===== config.mk =====
export PLATFORM = sky130hd
export DESIGN_NAME = oled_spi_sink
export DESIGN_NICKNAME = d
export VERILOG_FILES = /design/src/rtl/oled_spi_sink.sv
export SDC_FILE = /design/constraint.sdc
export NUM_CORES = 2
export LEC_CHECK = 0
export ABC_AREA = 1
export ABC_CLOCK_PERIOD_IN_PS = 10700
export BUFFER_PORTS_ARGS = -buffer_cell sky130_fd_sc_hd__buf_2
export CORE_MARGIN = 1.5
export CORE_UTILIZATION = 50
export DETAILED_ROUTE_END_ITERATION = 8
export PLACE_DENSITY = 0.7
export SYNTH_ARGS = -nofsm -noshare
export SYNTH_HDL_FRONTEND = slang
export SYNTH_SLANG_ARGS = --single-unit

===== constraint.sdc =====
create_clock -name CLK -period 10.7 [get_ports CLK]
set_input_delay 0.535 -clock CLK [delete_from_list [all_inputs] [get_ports CLK]]
set_output_delay 0.535 -clock CLK [all_outputs]
set_load 0.005 [all_outputs]

===== src/rtl/oled_spi_sink.sv =====
// Receive-side mirror of the PmodOLED 4-wire SPI link: reassembles bytes, decodes the
// SSD1306 addressing subset and keeps a readable copy of the display framebuffer.
module oled_spi_sink #(
  parameter int SYNC_STAGES = 2,
  parameter int NPAGES      = 4,
  parameter int NCOLS       = 128,
  localparam int PAGE_W     = $clog2(NPAGES),
  localparam int COL_W      = $clog2(NCOLS),
  localparam int AW         = PAGE_W + COL_W
) (
  input  logic              CLK,
  input  logic              RST,
  input  logic              oled_cs,
  input  logic              oled_sdin,
  input  logic              oled_sclk,
  input  logic              oled_dc,
  output logic              byte_valid,
  output logic [7:0]        byte_out,
  output logic              byte_is_data,
  output logic              display_on,
  output logic [PAGE_W-1:0] cur_page,
  output logic [COL_W-1:0]  cur_col,
  output logic [15:0]       cmd_count,
  output logic [15:0]       data_count,
  output logic              frame_err,
  input  logic [AW-1:0]     rd_addr,
  output logic [7:0]        rd_data
);

  typedef enum logic [1:0] {DEC_CMD, DEC_ARG1, DEC_ARG2} dec_state_t;
  typedef enum logic [1:0] {PEND_MODE, PEND_COL, PEND_PAGE, PEND_IGN} pend_t;

  logic [SYNC_STAGES-1:0] cs_sync, sdin_sync, sclk_sync, dc_sync;
  logic                   cs_s, sdin_s, sclk_s, dc_s;
  logic                   sclk_prev, cs_prev;
  logic                   sclk_rise, cs_rise;
  logic [6:0]             shift_q;
  logic [2:0]             bit_cnt;

  dec_state_t             dec_q, dec_nx;
  pend_t                  pend_q, pend_nx;
  logic [1:0]             mode;
  logic [COL_W-1:0]       col_start, col_end, col_inc, col_adv;
  logic [PAGE_W-1:0]      page_start, page_end, page_inc, page_adv;
  logic                   col_wrap, page_wrap;

  logic [7:0]             fb [NPAGES*NCOLS];

  // Stage 0: synchronizers and edge detect
  always_ff @(posedge CLK) begin
    if (RST) begin
      cs_sync   <= '1;
      sdin_sync <= '0;
      sclk_sync <= '0;
      dc_sync   <= '0;
      sclk_prev <= 1'b0;
      cs_prev   <= 1'b1;
    end else begin
      cs_sync   <= {cs_sync[SYNC_STAGES-2:0], oled_cs};
      sdin_sync <= {sdin_sync[SYNC_STAGES-2:0], oled_sdin};
      sclk_sync <= {sclk_sync[SYNC_STAGES-2:0], oled_sclk};
      dc_sync   <= {dc_sync[SYNC_STAGES-2:0], oled_dc};
      sclk_prev <= sclk_s;
      cs_prev   <= cs_s;
    end
  end

  assign cs_s      = cs_sync[SYNC_STAGES-1];
  assign sdin_s    = sdin_sync[SYNC_STAGES-1];
  assign sclk_s    = sclk_sync[SYNC_STAGES-1];
  assign dc_s      = dc_sync[SYNC_STAGES-1];
  assign sclk_rise = ~sclk_prev & sclk_s & ~cs_s;
  assign cs_rise   = ~cs_prev & cs_s;

  // Decoder next state: a data byte always forces the decoder back to CMD
  always_comb begin
    dec_nx  = dec_q;
    pend_nx = pend_q;
    if (byte_valid) begin
      if (byte_is_data) begin
        dec_nx = DEC_CMD;
      end else begin
        case (dec_q)
          DEC_CMD: begin
            case (byte_out)
              8'h20: begin dec_nx = DEC_ARG1; pend_nx = PEND_MODE; end
              8'h21: begin dec_nx = DEC_ARG1; pend_nx = PEND_COL;  end
              8'h22: begin dec_nx = DEC_ARG1; pend_nx = PEND_PAGE; end
              8'h81, 8'h8D, 8'hA8, 8'hD3, 8'hD5, 8'hD9, 8'hDA, 8'hDB: begin
                dec_nx  = DEC_ARG1;
                pend_nx = PEND_IGN;
              end
              default: ;
            endcase
          end
          DEC_ARG1: dec_nx = (pend_q == PEND_COL || pend_q == PEND_PAGE) ? DEC_ARG2 : DEC_CMD;
          default:  dec_nx = DEC_CMD;
        endcase
      end
    end
  end

  always_ff @(posedge CLK) begin
    if (RST) begin
      dec_q  <= DEC_CMD;
      pend_q <= PEND_IGN;
    end else begin
      dec_q  <= dec_nx;
      pend_q <= pend_nx;
    end
  end

  // Pointer advance after a data byte, per addressing mode (3 behaves as page mode)
  always_comb begin
    col_wrap  = (cur_col == col_end);
    page_wrap = (cur_page == page_end);
    col_inc   = col_wrap  ? col_start  : cur_col + COL_W'(1);
    page_inc  = page_wrap ? page_start : cur_page + PAGE_W'(1);
    col_adv   = cur_col;
    page_adv  = cur_page;
    case (mode)
      2'd0: begin
        col_adv = col_inc;
        if (col_wrap) page_adv = page_inc;
      end
      2'd1: begin
        page_adv = page_inc;
        if (page_wrap) col_adv = col_inc;
      end
      default: col_adv = col_inc;
    endcase
  end

  // Stage 1: byte assembly; stage 2: command/data effects on the byte_valid cycle
  always_ff @(posedge CLK) begin
    if (RST) begin
      shift_q      <= '0;
      bit_cnt      <= '0;
      byte_valid   <= 1'b0;
      byte_out     <= '0;
      byte_is_data <= 1'b0;
      display_on   <= 1'b0;
      cur_page     <= '0;
      cur_col      <= '0;
      cmd_count    <= '0;
      data_count   <= '0;
      frame_err    <= 1'b0;
      mode         <= 2'd2;
      col_start    <= '0;
      col_end      <= COL_W'(NCOLS - 1);
      page_start   <= '0;
      page_end     <= PAGE_W'(NPAGES - 1);
    end else begin
      byte_valid <= 1'b0;
      if (sclk_rise) begin
        if (bit_cnt == 3'd7) begin
          byte_out     <= {shift_q, sdin_s};
          byte_is_data <= dc_s;
          byte_valid   <= 1'b1;
          bit_cnt      <= '0;
        end else begin
          shift_q <= {shift_q[5:0], sdin_s};
          bit_cnt <= bit_cnt + 3'd1;
        end
      end else if (cs_rise && bit_cnt != 3'd0) begin
        bit_cnt   <= '0;
        frame_err <= 1'b1;
      end

      if (byte_valid) begin
        if (byte_is_data) begin
          data_count <= data_count + 16'd1;
          cur_col    <= col_adv;
          cur_page   <= page_adv;
          if (dec_q != DEC_CMD) frame_err <= 1'b1;
        end else begin
          cmd_count <= cmd_count + 16'd1;
          case (dec_q)
            DEC_CMD: begin
              if (byte_out[7:4] == 4'h0)
                cur_col[3:0] <= byte_out[3:0];
              else if (byte_out[7:4] == 4'h1)
                cur_col[COL_W-1:4] <= byte_out[COL_W-5:0];
              else if (byte_out[7:3] == 5'b10110)
                cur_page <= byte_out[PAGE_W-1:0];
              else if (byte_out[7:1] == 7'b1010111)
                display_on <= byte_out[0];
            end
            DEC_ARG1: begin
              case (pend_q)
                PEND_MODE: mode <= byte_out[1:0];
                PEND_COL: begin
                  col_start <= byte_out[COL_W-1:0];
                  cur_col   <= byte_out[COL_W-1:0];
                end
                PEND_PAGE: begin
                  page_start <= byte_out[PAGE_W-1:0];
                  cur_page   <= byte_out[PAGE_W-1:0];
                end
                default: ;
              endcase
            end
            DEC_ARG2: begin
              if (pend_q == PEND_COL)  col_end  <= byte_out[COL_W-1:0];
              if (pend_q == PEND_PAGE) page_end <= byte_out[PAGE_W-1:0];
            end
            default: ;
          endcase
        end
      end
    end
  end

  // Framebuffer: contents survive reset; read port returns old data on a same-address write
  always_ff @(posedge CLK) begin
    if (byte_valid && byte_is_data)
      fb[{cur_page, cur_col}] <= byte_out;
  end

  always_ff @(posedge CLK) begin
    if (RST)
      rd_data <= '0;
    else
      rd_data <= fb[rd_addr];
  end

endmodule


# Word-level counts from Yosys, hierarchy flattened
# Memories as Yosys holds them, arrays and structs flattened. A register that Yosys moved wholly into a read port is not among the register bits.
# Cells that the tools add are included.
dict set report op_classes {
  n_mux 34
  addsub 5
  n_eq_ne 33
  n_bitwise 12
  n_reduce_logical 30
}
# cell n
set op_table {}
lappend op_table {{8-bit == test, second input constant} 8}
lappend op_table {{7-bit 2-to-1 mux} 5}
lappend op_table {{16-bit by 1-bit adder with 16-bit output, second input constant} 2}
lappend op_table {{3-bit != test, second input constant} 10}
lappend op_table {{8-bit by 6-bit == test with 1-bit output, second input constant} 3}
lappend op_table {{4-bit AND reduction} 6}
lappend op_table {{2-bit 2-to-1 mux} 10}
lappend op_table {{3-bit 2-to-1 mux} 5}
lappend op_table {{7-bit one-hot mux with 2 select lines} 1}
lappend op_table {{2-bit one-hot mux with 2 select lines} 3}
lappend op_table {{11-bit OR reduction} 1}
lappend op_table {{2-bit AND reduction} 5}
lappend op_table {{1-bit inverter} 9}
lappend op_table {{1-bit 2-to-1 mux} 8}
lappend op_table {{2-bit one-hot mux with 4 select lines} 1}
lappend op_table {{8-bit AND reduction} 1}
lappend op_table {{8-bit OR reduction} 1}
lappend op_table {{7-bit by 1-bit adder with 7-bit output, second input constant} 1}
lappend op_table {{7-bit == test} 1}
lappend op_table {{7-bit == test, second input constant} 1}
lappend op_table {{7-bit AND reduction} 1}
lappend op_table {{2-bit by 1-bit == test with 1-bit output, second input constant} 3}
lappend op_table {{2-bit zero test} 3}
lappend op_table {{6-bit AND reduction} 1}
lappend op_table {{18 further kinds} 24}
dict set report word_totals {
  ram_bits 4096
  inputBits 15
  out_inout_bits 61
  n_memories 1
  reg_bits 97
  elab_cells 140
}
# name words width read_ports rd_ports_with_merged_regs wr line
set mem_list {}
lappend mem_list {fb 512 8 1 1 1 47} ;# logic [7:0] fb [NPAGES*NCOLS];

# Longest topological paths before layout
dict set report depth {
  word_depth 8
  ltp_mapped 17
  depth_no_buf 13
}

# Worst setup path after synthesis
# OpenSTA, ideal clock, no wires.
dict set report synth_timing {
  kind {flip-flop to flip-flop}
  start {reg byte_out[0]}
  end {reg pend_q[0]}
  synth_period_minus_slack_ns 10.151
  setup_ns 0.130
  setup_slack_ns 0.549
  stages_incl_launch_ff 8
  n_path_buf 0
  required_time_ns 10.570
  arrival_time_ns 10.022
  cell_sequence {dfxtp_1 -> clkinv_1 -> nor2_1 -> nand4_1 -> nand3_1 -> nand3_1 -> nand2_1 -> nand3_1}
}
dict set report synth_between {
  elab_chain_cells 4
  word_cells_on_any_way 15
  cone_classes {eq/ne (11); mux (1); reduce/logical (3)}
}
# item line
set synth_lines {}
lappend synth_lines {{from (decl)} 18} ;# output logic [7:0] byte_out,
lappend synth_lines {{from (signal assigned)} 157} ;# byte_out <= {shift_q, sdin_s};
lappend synth_lines {{8-bit == test} 85} ;# case (byte_out)
lappend synth_lines {{8-bit OR reduction} --}
lappend synth_lines {{4-bit nonzero test (no source line)} --}
lappend synth_lines {{4-bit AND reduction (no source line)} --}
lappend synth_lines {{to (signal assigned)} 109} ;# pend_q <= pend_nx;
lappend synth_lines {{to (decl)} 41} ;# pend_t pend_q, pend_nx;
# Several ways; a longest one is shown, not always the timed one.
# A chain may end at the register's enable or synchronous reset.

==> flow_summary_export.csv <==
group,metric,value,unit
routing,avgRoutedWirePerCell,24.09,µm
routing,m1WireLength,177600,µm
cells_and_area,design_area,187100,µm²
critical_path,end_kind,"flop",
synthesis,ys_seq_area_frac,0.7331,
timing,fmax,211.8,MHz
critical_path,crit_path_start_kind,"primary input",
synthesis,ys_ff_latch,4201,
grt,grt_pass1_vias,106500,
clock_network,clk_path_buf_depth,4,
routing,routed.top_layer,"met5",
clock_network,clock-root-buffer,"clkbuf_16",
grt,grt_usage,0.2606,
synthesis,synth-edff-count,4096,
floorplanning,core_area,339800,µm²
cells_and_area,syn2layout_area_growth,9.639,%
synthesis,synth_nets,14570,
critical_path,cp.arrival,5.63,ns
synthesis,async_reset_ff_frac,0,
power_and_ir_drop,p_int,26.30,mW
clock_network,cts_tree,"done",
grt,grt_max_degree,225,
synthesis,synth_area_per_cell,11.74,µm²
critical_path,r2r_end,"fb[169][2]",
synthesis,yosys_warnings,0,
power_and_ir_drop,power.density,180.8,nW/µm²
timing,fin_crit,4.723,ns
timing,slew_headroom,0.06724,
run,max-cap-violations,0,
routing,dr_total_vias,113400,
cells_and_area,layout-drive-gt1-share,0.06007,
outcome,status,"completed",
hold_path,hold-path-endpoint,"sdin_sync[1]",
critical_path,cpMostUsedCell,"nand3_1",
timing,min_period_over_period,0.4414,
routing,wirelength,459600,µm
hold_path,hold_path_class,"in -> reg",
floorplanning,die_h,587.2,µm
power_and_ir_drop,vdd_drop_max,137.2,µV
power_and_ir_drop,p_leak,62.49,nW
synthesis,syn_inst,14540,
placement,port-buffer-count,75,
timing,final_hold_viol_count,0,
synthesis,synth_ff_type,"edfxtp_1",
floorplanning,core.rowCount,214,
timing,worst_pin_slew,1.399,ns
critical_path,reg2regPathDepth,5,
timing,worst_hold_slack,0.05638,ns
cells_and_area,final_common_cell,"nand2_1",
grt,antenna_found_initial,23,
synthesis,syn_area,170600,µm²
clock_network,post_cts_resized,0,
routing,wl_met3,49560,µm
power_and_ir_drop,clkPwrFrac,0.424,
critical_path,crit_buf_inv,4,
routing,via_per_inst,5.942,
timing,drv_slew,0,
hold_path,whs_path_depth,2,
placement,placed_cell_area,173700,µm²
critical_path,rr_startpoint,"byte_is_data",
critical_path,path_depth,16,
power_and_ir_drop,p_sw_frac,0.2222,
critical_path,reg2reg_slack,6.26,ns
clock_network,worst_skew_pair.late_latency,0.99,ns
critical_path,required,11.61,ns
timing,rsz0062_at_grt,"no",
routing,dr.pass1.iters,6,
clock_network,h-tree-depth,5,
hold_path,min_from,"RST",
cells_and_area,layout_common_cells,"nand2_1 (4270), edfxtp_1 (4096), nand3_1 (4062)",
floorplanning,initial_core_util,0.5022,
cells_and_area,fin_util,0.5506,
routing,postRouteAntennaNets,0,
routing,drc,0,
placement,finalWeightedCongestion,0.8412,
critical_path,crit_type,"in -> reg",
critical_path,cpLargestDelayFamily,"buffers and inverters",
critical_path,critical_path.slowest_cell,"buf_4",
power_and_ir_drop,p_sw,7.515,mW
clock_network,cts_sinks,4201,
power_and_ir_drop,pwr-share-seq,0.526,
critical_path,critPathMaxFanout,190,
synthesis,yosysUniqueCellTypes,44,
floorplanning,die_area,344800,µm²
clock_network,numCtsBuffers,418,
placement,hpwl,245100,µm
cells_and_area,fin_nets,14210,
floorplanning,io_pins,76,
critical_path,crit_path_cell_trace,"buf_12 -> buf_12 -> buf_12 -> buf_4 -> nand2_1 -> nand3_1 -> nand3_1 -> nand3_1 -> nand3_1 -> nand3_1 -> nand3_1 -> nand2_1 -> nand2_1 -> nand2_1 -> nor2_1 -> nor2_1",
timing,finalSetupViolCount,0,
routing,drt_iter0_markers,15700,
routing,wl_met2,213600,µm
power_and_ir_drop,combPwrFrac,0.050,
critical_path,cp_slowest_stage_delay,0.90,ns
grt,grt_pass1_wl,682600,µm
timing,clock_skew,0.07705,ns
timing,final.setup.tns,0,ns
grt,overflow,0,
floorplanning,die_width,587.2,µm
clock_network,clk_pin_slew,0.06,ns
[cell usage after synthesis, types with 2 or more instances]
master,instances,share of area
nand4_1,9,0.00033
dfxtp_1,105,0.012
buf_4,88,0.0039
o21ai_0,65,0.0019
o211ai_1,12,0.00053
a31oi_1,6,0.00022
nor3b_1,4,0.00018
nor2_1,614,0.014
nand3_1,4067,0.12
ha_1,16,0.0012
nand2_1,4281,0.094
o21a_1,3,0.00013
buf_1,124,0.0027
xnor2_1,6,0.00031
nor4_1,2,0.000073
a21oi_1,58,0.0017
nand2_2,3,0.00011
o21ai_1,2,0.000059
or2_2,2,0.000073
nor3_2,3,0.00018
a211oi_1,2,0.000088
clkbuf_1,281,0.0062
inv_1,103,0.0023
clkinv_1,2,0.000044
nor2_2,4,0.00015
nor2_4,4,0.00026
inv_2,9,0.00020
buf_2,514,0.015
nor3_1,28,0.00082
edfxtp_1,4096,0.72
xor2_1,10,0.00051
[logic make-up after synthesis]
| family | synth area share |
|---|---|
| DFF | 0.7331 |
| AOI/OAI and AO/OA | 0.004920 |
| adders and majority gates | 0.001173 |
| xor gates and xnor gates | 0.0008212 |
| and+or+nand+nor | 0.2295 |
| buffers and inverters | 0.03049 |
[how the worst max path moves through the flow]
stage	slack, ns	startpoint	to
4_1_cts	6.09	byte_out[5]	byte_out[5]
3_3_place_gp	5.20	rd_addr[0]	rd_data[0]
6_report	5.98	rd_addr[0]	rd_data[0]
2_1_floorplan	0.55	byte_out[0]	pend_q[0]
3_5_place_dp	5.19	rd_addr[0]	rd_data[0]
5_1_grt	5.83	rd_addr[0]	rd_data[0]
[worst reg2reg max path, cell delays in order, from the launching register on]
cell,delay [ns]
dfxtp_1,0.75
nand2_2,0.24
inv_2,0.70
nand3_4,0.86
buf_4,0.69
nor2_1,0.75
[routing by layer]
layer | vias up | track usage
met5 | - | 0
met4 | 18 | 0.1051
met3 | 1005 | 0.04583
met2 | 6571 | 0.4073
met1 | 54920 | 0.3641
li1 | 50860 | -
[power groups by stage]
stage / sequential (mW) / clock (mW) / combinational (mW)
after floorplan: 18.1 / 0 / 1.15
after global placement: 18.1 / 0 / 1.63
after detailed placement: 18.1 / 0 / 1.66
after CTS: 17.8 / 14.4 / 1.67
after global routing: 17.8 / 15.1 / 1.84
final: 17.8 / 14.3 / 1.69
[through the flow]
step	cells	worst slack, ns	power (mW)
global placement	18290	5.197	19.76
CTS	19070	6.089	33.88
floorplan	14540	0.5485	19.27
global route	19070	5.834	34.67
detailed placement	18290	5.187	19.78
finish	19080	5.977	33.82
[layout make-up]
type	count	area [µm²]
fill	27280	152700
sequential	4201	125100
multi-input combinational	9211	40500
clock buffer	513	10940
tap	4536	5675
clock inverter	260	2351
timing repair buffer	234	1983
inverter	115	476.7
antenna	10	25.02
[flip-flops by register name, indices dropped and copies added (netlist names), 3 cells and up]
register and cells:
bit_cnt 3, byte_out 8, cmd_count 16, col_end 7, col_start 7, cur_col 7
data_count 16, fb 4096, rd_data 8, shift_q 7
[what timing repair did]
action	4_1_cts	5_1_grt
setup buffers	0	0
hold buffers	4	0
endpoints found under the hold margin	4	0
(Power assumes the default switching activity.)
